File: src/rtl/step_clock_pkg.sv
// Shared definitions for the CPU clock-step and reset sequencer:
// FSM state encoding, default timing constants and a width helper.
package step_clock_pkg;

   typedef enum logic [2:0] {
      HOLD_HI,
      HOLD_LO,
      IDLE,
      HIGH,
      LOW
   } state_e;

   localparam int unsigned DIV_DEF        = 8;
   localparam int unsigned DEB_CYCLES_DEF = 4;
   localparam int unsigned RST_CYCLES_DEF = 2;
   localparam int unsigned CNT_W_DEF      = 16;

   // Counter width able to hold 0..n-1, never less than one bit.
   function automatic int unsigned cnt_w(input int unsigned n);
      return (n <= 2) ? 1 : $clog2(n);
   endfunction

endpackage

File: src/rtl/key_debounce.sv
// Push-button conditioner: 2-flop synchronizer, debounce counter and press pulse.
// Ports: clk_i, rst_ni (async, active-low), key_i (raw, active-low),
//   press_o (one-cycle pulse on the debounced 1->0 edge).
module key_debounce
   import step_clock_pkg::*;
#(
   parameter int unsigned DEB_CYCLES = DEB_CYCLES_DEF
) (
   input  logic clk_i,
   input  logic rst_ni,
   input  logic key_i,
   output logic press_o
);

   localparam int unsigned DW = cnt_w(DEB_CYCLES);
   localparam logic [DW-1:0] DEB_LAST = DW'(DEB_CYCLES - 1);

   logic          sync1_q;
   logic          sync2_q;
   logic          level_q;
   logic          level_d;
   logic          press_q;
   logic          press_d;
   logic [DW-1:0] cnt_q;
   logic [DW-1:0] cnt_d;

   // Counter tracks consecutive samples differing from the accepted level;
   // any agreeing sample restarts it.
   always_comb begin
      level_d = level_q;
      press_d = 1'b0;
      cnt_d   = '0;
      if (sync2_q != level_q) begin
         if (cnt_q == DEB_LAST) begin
            level_d = sync2_q;
            press_d = ~sync2_q;
         end else begin
            cnt_d = cnt_q + DW'(1);
         end
      end
   end

   always_ff @(posedge clk_i or negedge rst_ni) begin
      if (!rst_ni) begin
         sync1_q <= 1'b1;
         sync2_q <= 1'b1;
         level_q <= 1'b1;
         press_q <= 1'b0;
         cnt_q   <= '0;
      end else begin
         sync1_q <= key_i;
         sync2_q <= sync1_q;
         level_q <= level_d;
         press_q <= press_d;
         cnt_q   <= cnt_d;
      end
   end

   assign press_o = press_q;

endmodule

File: src/rtl/step_clock_gen.sv
// Slow CPU clock and reset sequencer: reset-hold periods, single-step, free-run.
// Ports: fastclk, rst (async, active-low), KEY (raw, active-low), run_mode;
//   cpu_clk, cpu_rst, busy, cycle_count. Macro STEP_CYCLE_COUNT_EN builds the counter.
module step_clock_gen
   import step_clock_pkg::*;
#(
   parameter int unsigned DIV        = DIV_DEF,
   parameter int unsigned DEB_CYCLES = DEB_CYCLES_DEF,
   parameter int unsigned RST_CYCLES = RST_CYCLES_DEF,
   parameter int unsigned CNT_W      = CNT_W_DEF
) (
   input  logic             fastclk,
   input  logic             rst,
   input  logic             KEY,
   input  logic             run_mode,
   output logic             cpu_clk,
   output logic             cpu_rst,
   output logic             busy,
   output logic [CNT_W-1:0] cycle_count
);

   localparam int unsigned HALF = DIV / 2;
   localparam int unsigned PW   = cnt_w(HALF);
   localparam int unsigned RW   = cnt_w(RST_CYCLES + 1);
   localparam logic [PW-1:0] PH_LAST = PW'(HALF - 1);
   localparam logic [RW-1:0] RP_LAST = RW'(RST_CYCLES);

   state_e        state_q;
   state_e        state_d;
   logic [PW-1:0] ph_q;
   logic [PW-1:0] ph_d;
   logic [RW-1:0] rp_q;
   logic [RW-1:0] rp_d;
   logic          clk_q;
   logic          clk_d;
   logic          rstn_q;
   logic          rstn_d;
   logic          busy_q;
   logic          busy_d;
   logic          press;
   logic          ph_end;

   key_debounce #(
      .DEB_CYCLES(DEB_CYCLES)
   ) u_key (
      .clk_i  (fastclk),
      .rst_ni (rst),
      .key_i  (KEY),
      .press_o(press)
   );

   assign ph_end = (ph_q == PH_LAST);

   always_comb begin
      state_d = state_q;
      ph_d    = '0;
      rp_d    = rp_q;
      clk_d   = clk_q;
      rstn_d  = rstn_q;
      unique case (state_q)
         HOLD_LO: begin
            if (!ph_end) begin
               ph_d = ph_q + PW'(1);
            end else if (rp_q == RP_LAST) begin
               state_d = IDLE;
               clk_d   = 1'b0;
               rstn_d  = 1'b1;
            end else begin
               state_d = HOLD_HI;
               clk_d   = 1'b1;
               rp_d    = rp_q + RW'(1);
            end
         end
         HOLD_HI: begin
            if (!ph_end) begin
               ph_d = ph_q + PW'(1);
            end else begin
               state_d = HOLD_LO;
               clk_d   = 1'b0;
            end
         end
         IDLE: begin
            clk_d = 1'b0;
            // Presses arriving in any other state are simply dropped.
            if (run_mode || press) begin
               state_d = HIGH;
               clk_d   = 1'b1;
            end
         end
         HIGH: begin
            if (!ph_end) begin
               ph_d = ph_q + PW'(1);
            end else begin
               state_d = LOW;
               clk_d   = 1'b0;
            end
         end
         LOW: begin
            if (!ph_end) begin
               ph_d = ph_q + PW'(1);
            end else if (run_mode) begin
               state_d = HIGH;
               clk_d   = 1'b1;
            end else begin
               state_d = IDLE;
            end
         end
         default: begin
            state_d = HOLD_LO;
            clk_d   = 1'b0;
         end
      endcase
      busy_d = (state_d == HOLD_HI) || (state_d == HOLD_LO) ||
               (((state_d == HIGH) || (state_d == LOW)) && !run_mode);
   end

   always_ff @(posedge fastclk or negedge rst) begin
      if (!rst) begin
         state_q <= HOLD_LO;
         ph_q    <= '0;
         rp_q    <= '0;
         clk_q   <= 1'b0;
         rstn_q  <= 1'b0;
         busy_q  <= 1'b0;
      end else begin
         state_q <= state_d;
         ph_q    <= ph_d;
         rp_q    <= rp_d;
         clk_q   <= clk_d;
         rstn_q  <= rstn_d;
         busy_q  <= busy_d;
      end
   end

   assign cpu_clk = clk_q;
   assign cpu_rst = rstn_q;
   assign busy    = busy_q;

`ifdef STEP_CYCLE_COUNT_EN
   logic [CNT_W-1:0] cnt_q;
   logic [CNT_W-1:0] cnt_d;
   logic             cnt_inc;

   // Counts every HIGH entry, i.e. each cpu_clk rising edge after reset-hold.
   assign cnt_inc = (state_d == HIGH) && (state_q != HIGH);
   assign cnt_d   = cnt_inc ? cnt_q + CNT_W'(1) : cnt_q;

   always_ff @(posedge fastclk or negedge rst) begin
      if (!rst) begin
         cnt_q <= '0;
      end else begin
         cnt_q <= cnt_d;
      end
   end

   assign cycle_count = cnt_q;
`else
   assign cycle_count = '0;
`endif

endmodule

File: config.mk
export PLATFORM = sky130hd
export DESIGN_NAME = step_clock_gen
export DESIGN_NICKNAME = d
export VERILOG_FILES = /design/src/rtl/step_clock_pkg.sv /design/src/rtl/key_debounce.sv /design/src/rtl/step_clock_gen.sv
export SDC_FILE = /design/constraint.sdc
export NUM_CORES = 1
export LEC_CHECK = 0
export CAP_MARGIN = 20
export CORE_MARGIN = 2
export CORE_UTILIZATION = 40
export CTS_CLUSTER_DIAMETER = 200
export DETAILED_ROUTE_END_ITERATION = 10
export PLACE_DENSITY = 0.72
export SYNTH_ARGS = -nofsm -noshare
export SYNTH_HDL_FRONTEND = slang
export SYNTH_HIERARCHICAL = 1
export SYNTH_SLANG_ARGS = --single-unit
File: constraint.sdc
create_clock -name fastclk -period 1.4 [get_ports fastclk]
set_input_delay 0.21 -clock fastclk [delete_from_list [all_inputs] [get_ports fastclk]]
set_output_delay 0.21 -clock fastclk [all_outputs]
set_load 0.01 [all_outputs]
==> metrics.md <==
| Metric | Value |
|---|---|
| Vias after detailed routing | `586` |
| Sw Share | `34.5%` |
| Worst setup SP type | `flop` |
| Avg WL per Cell | `10.8 um` |
| Ys Warns | `6` |
| Syn-to-layout area delta | `29.7%` |
| CP Class | `flop to flop` |
| Seq/Total Area, Yosys | `46.5%` |
| Vert. Die Dim | `50.7 um` |
| Final WS setup | `-0.0302 ns` |
| CTS Sinks | `16` |
| Cell internal pwr | `1.41 mW` |
| Initial Utilization | `43.6%` |
| Die Span X | `50.7 um` |
| Pwr Density | `1900 mW/mm^2` |
| Layout cell share with drive strength beyond 1 | `41.5%` |
| Worst hold path class | `input pin to async pin` |
| Via density | `4.41` |
| Initial antenna violation count | `0` |
| Comb power frac | `48.2%` |
| Post-Synthesis Cells | `83` |
| P_leak | `0.567 nW` |
| Seq pwr share | `37.8%` |
| Failing checks | `negative setup slack` |
| Gp weighted congestion | `0.872` |
| Max Transition Viols Final | `0` |
| Placed Instances | `125` |
| Period utilization | `102%` |
| Post-synth top area share | `34.4%` |
| Max Cap Violations | `0` |
| Status | `finished with violations` |
| Count leader, synth | `buf_4` |
| First-pass GRT wire length | `2410 um` |
| Number of CTS-inserted buffers | `3` |
| Layout Cells excl Fill | `133` |
| Largest net degree at the start of global routing | `17` |
| Average size of a mapped cell | `10.5 um^2` |
| Yosys reg bits | `16` |
| Placement-stage cell area | `993 um^2` |
| Fmax | `699 MHz` |
| RSZ-0062 raised after global routing | `yes` |
| Clock Path Buffers | `2` |
| DRC | `0` |
| Clock share of power | `14.0%` |
| FFs w/ async S/R, synth | `100%` |
| DRT iter0 DRCs | `2` |
| Synth area leaders | `dfrtp_1 34%, buf_4 14%, dfstp_2 12%` |
| Final setup TNS | `-0.0304 ns` |
| CTS H-tree depth | `1` |
| Worst-path fanout max | `6` |
| Hold Vio Cnt, Final | `0` |
| Vias in the first global route | `555` |
| Overflow after GRT | `0` |
| Synthesized area | `872 um^2` |
| Clock Pin Slew Worst Setup and Hold Paths | `0.09 ns` |
| Fillcell total | `173` |
| Cts hold-fix bufs | `0` |
| Endpoint type of the worst setup path | `flop` |
| EDFF count, synth | `0` |
| VDD IR max | `996 uV` |
| Num ports | `23` |
| Arrival time worst endpoint | `1.60 ns` |
| Final WL | `1430 um` |
| Net Sw Power | `0.740 mW` |
| CP required | `1.57 ns` |
| Core Util, Final | `56.5%` |
| Post-synth top cells | `16 x buf_4, 12 x dfrtp_1, 6 x inv_1, 6 x nor2_1` |
| Yosys top cell by area | `dfrtp_1` |
| Std cell rows | `16` |
| Power Total | `2.15 mW` |
| Top FF cell, synth | `dfrtp_1` |
| Crit path launch | `state_q[1]` |
| Clk Latency, worst-skew pair | `0.28 ns` |
| Final net count | `115` |
| Library cells used by synthesis | `29` |
| Clock root buffer master | `clkbuf_4` |
| Worst reg2reg path startpoint | `state_q[1]` |
| Final setup viols | `2` |
| CTS tree | `yes` |
| Post-route ant nets | `0` |
| Total Routing Usage GR | `12.7%` |
| Core area | `0.00200 mm^2` |
| Hpwl dp | `1030 um` |
| Clk_skew | `0.00244 ns` |
| Drt first pass iters | `3` |
| # diodes | `0` |
| DIE AREA | `0.00257 mm^2` |
| Design area | `0.00113 mm^2` |
| I/O Buffers | `6` |
| Post-route minimum period | `1.43 ns` |
[worst paths after layout]
path	endpoint	slack, ns	depth (start not counted)
min in group fastclk	u_key/sync1_q	0.33	1
hold reg to reg	u_key/sync2_q	0.36	0
setup / recovery	busy	-0.03	5
max in group asynchronous	u_key/sync1_q	0.92	2
setup reg to reg	busy	-0.03	5
hold / removal	u_key/press_o	0.23	2
[layout by cell type (no fill, tap or decap), types with 3 or more instances in the layout]
master,netlist,final
nand2_1,4,3
clkdlybuf4s50_1,0,4
dfstp_2,4,4
buf_4,16,16
inv_1,6,5
clkbuf_4,0,3
nor2_1,6,5
conb_1,1,16
dfrtp_1,12,10
[critical path, cell delays in order (launching register included)]
cell	delay [ns]
dfrtp_2	0.46
or3b_4	0.40
a21oi_2	0.13
o22ai_2	0.10
mux2i_1	0.15
o22ai_1	0.08
[routing by layer]
metal	wire length (um)	vias to the layer above	track usage, %
li1	-	294	-
met1	609	275	15.0
met2	758	15	22.1
met3	48	2	1.79
met4	14	0	6.76
met5	0	-	0
[per-stage QoR]
stage / hold WS (ns) / setup slack, ns
after CTS: 0.235 / -0.0260
after floorplan: -0.0856 / -0.00155
after global routing: 0.267 / -0.0821
after detailed placement: 0.354 / -0.0803
after global placement: 0.350 / -0.0392
final: 0.234 / -0.0302
[state kept, by name, indices dropped and copies added, names as in the netlist, 2 cells and up]
signal and flops:
state_q 3, ph_q 2, rp_q 2, u_key/cnt_q 2
[timing repair]
action,4_1_cts,5_1_grt
cloned,0,0
pin swaps,2,3
endpoints found under the setup margin,3,6
resized for setup,4,15
buffers inserted,2,2
[logic make-up (layout without fill, tap and decap cells)]
family                   Yosys count  count (layout)  share of synthesized area [%]
XOR/XNOR                           2               2                           2.01
other                              1              16                          0.430
adder cells (fa/ha/maj)            4               4                           5.74
flip-flops                        16              16                           46.5
multiplexers                       4               4                           4.88
buffers and inverters             24              32                           18.1
AND/OR/NAND/NOR                   19              19                           12.2
AO/OA/AOI/OAI                     13              13                           10.2
[area by class of cell]
cell class | instances | area, um^2 | area share, %
Inverter | 6 | 22.5 | 1.99
Clock buffer | 4 | 36.3 | 3.21
Multi-Input combinational cell | 58 | 445 | 39.4
Sequential cell | 16 | 408 | 36.1
Tap cell | 27 | 33.8 | 2.99
Timing Repair Buffer | 22 | 185 | 16.4
[power by group through the flow]
stage | logic (mW) | registers [mW] | clock network, mW
2_1_floorplan | 0.596 | 0.774 | 0
3_3_place_gp | 0.833 | 0.784 | 0
3_5_place_dp | 0.851 | 0.789 | 0
4_1_cts | 0.905 | 0.777 | 0.312
5_1_grt | 1.17 | 0.837 | 0.322
6_report | 1.03 | 0.811 | 0.302
Note: power is estimated with default switching activity, not from simulation.
